--- src/rtl/uart_tx_arbiter.sv ---
// Round-robin arbiter sharing one UART transmitter between N byte requesters.
// Strobe rises 1 cycle after the request is seen; requests wait while the synchronised tx_rdy is low and are held until ack.
module uart_tx_arbiter #(
    parameter int N          = 4,
    parameter int WRITE_HOLD = 2,
    parameter int TIMEOUT    = 64
) (
    input  logic                 mclkx16,
    input  logic                 reset_n,
    input  logic [N-1:0]         req,
    input  logic [8*N-1:0]       req_data,
    output logic [N-1:0]         ack,
    output logic                 tx_write,
    output logic [7:0]           tx_data,
    input  logic                 tx_rdy,
    output logic                 busy,
    output logic [$clog2(N)-1:0] owner,
    output logic                 err_timeout
);

    localparam int OW = $clog2(N);
    localparam int HW = $clog2(WRITE_HOLD + 1);
    localparam int TW = $clog2(TIMEOUT + 1);

    typedef enum logic [1:0] {IDLE, WRITE, WAIT_LO, WAIT_HI} state_t;

    state_t        state;
    logic          rdy_m;
    logic          rdy_s;
    logic [OW-1:0] last;
    logic [OW-1:0] cand;
    logic [OW-1:0] winner;
    logic          found;
    logic [7:0]    win_byte;
    logic [HW-1:0] hold_cnt;
    logic [TW-1:0] tcnt;

    // tx_rdy lives in the txclk domain; idle-high so reset does not look like a latch event
    always_ff @(posedge mclkx16 or negedge reset_n) begin
        if (!reset_n) begin
            rdy_m <= 1'b1;
            rdy_s <= 1'b1;
        end else begin
            rdy_m <= tx_rdy;
            rdy_s <= rdy_m;
        end
    end

    always_comb begin
        found  = 1'b0;
        winner = '0;
        cand   = '0;
        for (int k = 1; k <= N; k++) begin
            cand = OW'((int'(last) + k) % N);
            if (!found && req[cand]) begin
                found  = 1'b1;
                winner = cand;
            end
        end
    end

    always_comb begin
        win_byte = 8'h00;
        for (int i = 0; i < N; i++) begin
            if (winner == OW'(i)) win_byte = req_data[8*i +: 8];
        end
    end

    always_ff @(posedge mclkx16 or negedge reset_n) begin
        if (!reset_n) begin
            state       <= IDLE;
            ack         <= '0;
            tx_write    <= 1'b0;
            tx_data     <= 8'h00;
            busy        <= 1'b0;
            owner       <= '0;
            err_timeout <= 1'b0;
            last        <= OW'(N - 1);
            hold_cnt    <= '0;
            tcnt        <= '0;
        end else begin
            ack <= '0;
            case (state)
                IDLE: begin
                    if (rdy_s && found) begin
                        tx_data  <= win_byte;
                        owner    <= winner;
                        last     <= winner;
                        tx_write <= 1'b1;
                        hold_cnt <= '0;
                        busy     <= 1'b1;
                        state    <= WRITE;
                    end
                end
                WRITE: begin
                    if (hold_cnt == HW'(WRITE_HOLD - 1)) begin
                        tx_write <= 1'b0;
                        tcnt     <= '0;
                        state    <= WAIT_LO;
                    end else begin
                        hold_cnt <= hold_cnt + 1'b1;
                    end
                end
                WAIT_LO: begin
                    if (!rdy_s) begin
                        ack[owner] <= 1'b1;
                        tcnt       <= '0;
                        state      <= WAIT_HI;
                    end else if (tcnt == TW'(TIMEOUT - 1)) begin
                        // transmitter never took the byte: give up without acking
                        err_timeout <= 1'b1;
                        busy        <= 1'b0;
                        state       <= IDLE;
                    end else begin
                        tcnt <= tcnt + 1'b1;
                    end
                end
                WAIT_HI: begin
                    if (rdy_s) begin
                        busy  <= 1'b0;
                        state <= IDLE;
                    end else if (tcnt == TW'(TIMEOUT - 1)) begin
                        err_timeout <= 1'b1;
                        busy        <= 1'b0;
                        state       <= IDLE;
                    end else begin
                        tcnt <= tcnt + 1'b1;
                    end
                end
                default: state <= IDLE;
            endcase
        end
    end

endmodule

--- config.mk ---
export PLATFORM = sky130hd
export DESIGN_NAME = uart_tx_arbiter
export DESIGN_NICKNAME = d
export VERILOG_FILES = /design/src/rtl/uart_tx_arbiter.sv
export SDC_FILE = /design/constraint.sdc
export NUM_CORES = 1
export LEC_CHECK = 0
export CORE_MARGIN = 2
export CORE_UTILIZATION = 46
export DETAILED_ROUTE_END_ITERATION = 10
export PLACE_DENSITY = 0.76
export SLEW_MARGIN = 10
export SYNTH_ARGS = -nofsm -noshare
export SYNTH_HDL_FRONTEND = slang
export SYNTH_SLANG_ARGS = --single-unit
--- constraint.sdc ---
create_clock -name mclkx16 -period 2.2 [get_ports mclkx16]
set_input_delay 0.22 -clock mclkx16 [delete_from_list [all_inputs] [get_ports mclkx16]]
set_output_delay 0.22 -clock mclkx16 [all_outputs]
set_load 0.01 [all_outputs]
==> impl_metrics.csv <==
group,metric,value,unit
clock_tree,cts_setup_buffers,0,
clock_tree,clock_latency,0.28,ns
synthesis,synth_fa_ha_area_share,1.96,%
detailed_routing,drtAntennaViolNets,0,
timing,worstMarginPinSlew,0.840,ns
detailed_routing,wire_per_inst,15.1,µm
power_and_ir_drop,peakVddDrop,0.664,mV
global_route,gr-total-overflow,0,
timing,tns,0,ns
global_route,grt_max_degree,33,
timing,whs,0.325,ns
clock_tree,ctsResizeCount,0,
finish,nets,279,
die,design.die.area,4390,µm²
timing,rsz0062_at_grt,"false",
clock_tree,path_clk_slew,0.07,ns
timing,finalCritPeriodShare,88.5,%
finish,seqCellArea,806,µm²
global_route,antenna_found_initial,0,
worst_setup_path,worstPathMaxFanout,10,
detailed_routing,drc,0,
synthesis,yosys-top-cells-area,"dfrtp_1, dfstp_2, o32ai_1",
synthesis,yosys.area.top_type,"dfrtp_1",
synthesis,syn_inst,180,
power_and_ir_drop,p_leak,1.01,nW
timing,slew_headroom,43.6,%
synthesis,synth_xor_area_share,1.47,%
clock_tree,h-tree-depth,2,
timing,clock_skew,0.0106,ns
detailed_routing,drtPass1Iterations,4,
worst_setup_path,worstReg2RegStart,"last[1]$_DFFE_PN1P_",
worst_setup_path,cp_cell_sequence,"buf_4 > mux2_2 > a22oi_1 > o211a_1 > a311oi_1",
worst_setup_path,start_kind,"flop",
hold_path,hp-class,"in2async",
global_route,grt_pass1_vias,1554,
detailed_routing,vias,1638,
power_and_ir_drop,power_density,1140,nW/µm²
clock_tree,cts_buffers,5,
worst_setup_path,required,2.34,ns
detailed_routing,vias_per_cell,5.71,
global_route,grt_pass1_wl,7.16,mm
synthesis,yosys_most_used_dff,"dfrtp_1",
finish,filler_cell_count,300,
clock_tree,clockRootBuffer,"clkbuf_8",
worst_setup_path,cp_num_buf_inv,1,
detailed_routing,drt_iter0_drc,120,
worst_setup_path,critical_path_class,"reg2reg",
finish,most-common-layout-cells,"clkdlybuf4s50_1, dfrtp_1, nor2_1, o21ai_0, nor3_1",
clock_tree,clkSinkCount,32,
clock_tree,cts.path.max_buffers,2,
worst_setup_path,cp_top_family,"compound AO/OA/AOI/OAI gates",
synthesis,avgSynthCellArea,9.91,µm²
synthesis,yosys.area_share.simple,20.3,%
die,die_w,66.3,µm
die,core_area,3690,µm²
synthesis,synth_nets,221,
die,initial_utilization,48.4,%
finish,antenna_cells,0,
worst_setup_path,reg2reg_to,"tx_data[4]$_DFFE_PN0P_",
synthesis,ys_seq_area_share,45.2,%
place,portBuffers,55,
clock_tree,ctsHoldBuffers,0,
synthesis,synth_area,1780,µm²
outcome,status,"completed",
timing,period_minus_slack,1.95,ns
die,num_rows,22,
finish,drive_above_1_share,12.1,%
synthesis,synth_enable_flop_cells,0,
die,die_h,66.3,µm
worst_setup_path,r2r_slack,0.25,ns
synthesis,synth_top_area_share,39.3,%
synthesis,ys_types,47,
synthesis,synth_top_family_by_area,"compound AO/OA/AOI/OAI gates",
finish,mostFrequentLayoutCell,"clkdlybuf4s50_1",
place,place.gp.congestion,0.811,
run,cap_violations,0,
timing,hold_viol,0,
timing,timing.fmax,514,MHz
finish,multiInputGateArea,883,µm²
synthesis,synth_compound_area_share,22.7,%
synthesis,ys_seq_elements,32,
finish,post-route-util,67.3,%
synthesis,async_reset_ff_share,100,%
die,io_pins,56,
synthesis,yosysWarnings,0,
worst_setup_path,slowest_stage,"dfstp_2",
detailed_routing,wl,4.35,mm
place,dp_hpwl,3.41,mm
global_route,track_usage,21.5,%
worst_setup_path,endpoint_kind,"flop",
timing,setup_viol,0,
clock_tree,tritoncts,"yes",
worst_setup_path,critPathArrivalTime,2.09,ns
worst_setup_path,slowest_delay,0.59,ns
finish,area_delta_synth_final,39.1,%
timing,drv_slew,0,
synthesis,synthMuxAreaShare,3.02,%
worst_setup_path,r2r_cells,5,
synthesized netlist by cell type (2+ instances only):
| master | n |
|---|---|
| or3_1 | 3 |
| nor3_1 | 11 |
| xor2_1 | 3 |
| mux2i_1 | 2 |
| nor2_1 | 14 |
| nand2_1 | 10 |
| nor2b_1 | 2 |
| o21ai_0 | 12 |
| dfstp_2 | 4 |
| a311oi_1 | 7 |
| nand2b_1 | 3 |
| or3b_1 | 8 |
| o32ai_1 | 8 |
| inv_1 | 5 |
| nand3_1 | 6 |
| o21ai_1 | 2 |
| a21o_1 | 2 |
| ha_1 | 2 |
| o2bb2ai_1 | 2 |
| buf_2 | 7 |
| dfrtp_1 | 28 |
| mux2_2 | 3 |
| a21oi_1 | 9 |
| buf_6 | 3 |
| nand3b_1 | 2 |
how the worst max path moves through the flow:
stage / depth (start not counted) / slack (ns) / start / endpoint
2_1_floorplan: 6 / 0.44 / last[0]$_DFFE_PN1P_ / tx_data[6]$_DFFE_PN0P_
3_3_place_gp: 5 / 0.20 / req[3] / tx_data[0]$_DFFE_PN0P_
3_5_place_dp: 5 / 0.12 / req[3] / tx_data[4]$_DFFE_PN0P_
4_1_cts: 4 / 0.23 / last[0]$_DFFE_PN1P_ / tx_data[4]$_DFFE_PN0P_
5_1_grt: 4 / 0.04 / last[1]$_DFFE_PN1P_ / tx_data[0]$_DFFE_PN0P_
6_report: 5 / 0.25 / last[1]$_DFFE_PN1P_ / tx_data[4]$_DFFE_PN0P_
flip-flops by register name (all words and copies together) (netlist names):
register / flops
tx_data: 8
tcnt: 7
ack: 4
hold_cnt: 2
last: 2
owner: 2
state: 2
busy: 1
err_timeout: 1
rdy_m: 1
rdy_s: 1
tx_write: 1
per-layer routing:
layer  up-vias  share of wire (%)  global-route usage, %
met5         -                  0                      0
met3         8                5.8                   4.77
li1        790                  -                      -
met2        79                 48                   34.9
met1       761                 44                   28.0
met4         0                1.7                   8.16
layout make-up:
class / count / share of cell area (%)
clock buffers: 6 / 2.92
clock inverters: 2 / 1.41
inverters: 6 / 0.907
multi-input cells: 131 / 35.6
flip-flops and latches: 32 / 32.5
well taps: 48 / 2.42
repair buffers: 62 / 24.3
report_power, final:
| part | switching (W) | total (W) | leakage (nW) | internal (W) |
|---|---|---|---|---|
| logic | 0.000606 | 0.00125 | 0.565 | 0.000645 |
| registers | 0.000218 | 0.00102 | 0.387 | 0.000802 |
| clock network | 0.000211 | 0.000547 | 0.0552 | 0.000336 |
logic make-up (layout without fill, tap and decap cells):
kind of cell,Yosys count,count (layout)
and+or+nand+nor,65,65
AOI/OAI and AO/OA,55,55
DFF,32,32
buffers and inverters,17,76
muxes,5,5
adders and majority gates,3,3
xor gates and xnor gates,3,3
through the flow:
stage,power (W),std cells,setup WS [ns],cell area [µm²]
4_1_cts,0.00283,287,0.231,2480
6_report,0.00282,287,0.253,2480
3_3_place_gp,0.00222,279,0.198,2370
5_1_grt,0.00303,287,0.0365,2480
2_1_floorplan,0.00179,180,0.441,1780
3_5_place_dp,0.00228,279,0.122,2370
worst reg2reg max path, delay by kind of cell (launching register included):
kind | cells | cell delay, ns
AOI/OAI and AO/OA | 3 | 0.73
DFF | 1 | 0.59
muxes | 1 | 0.33
buffers and inverters | 1 | 0.17
Note: power is estimated with default switching activity, not from simulation.
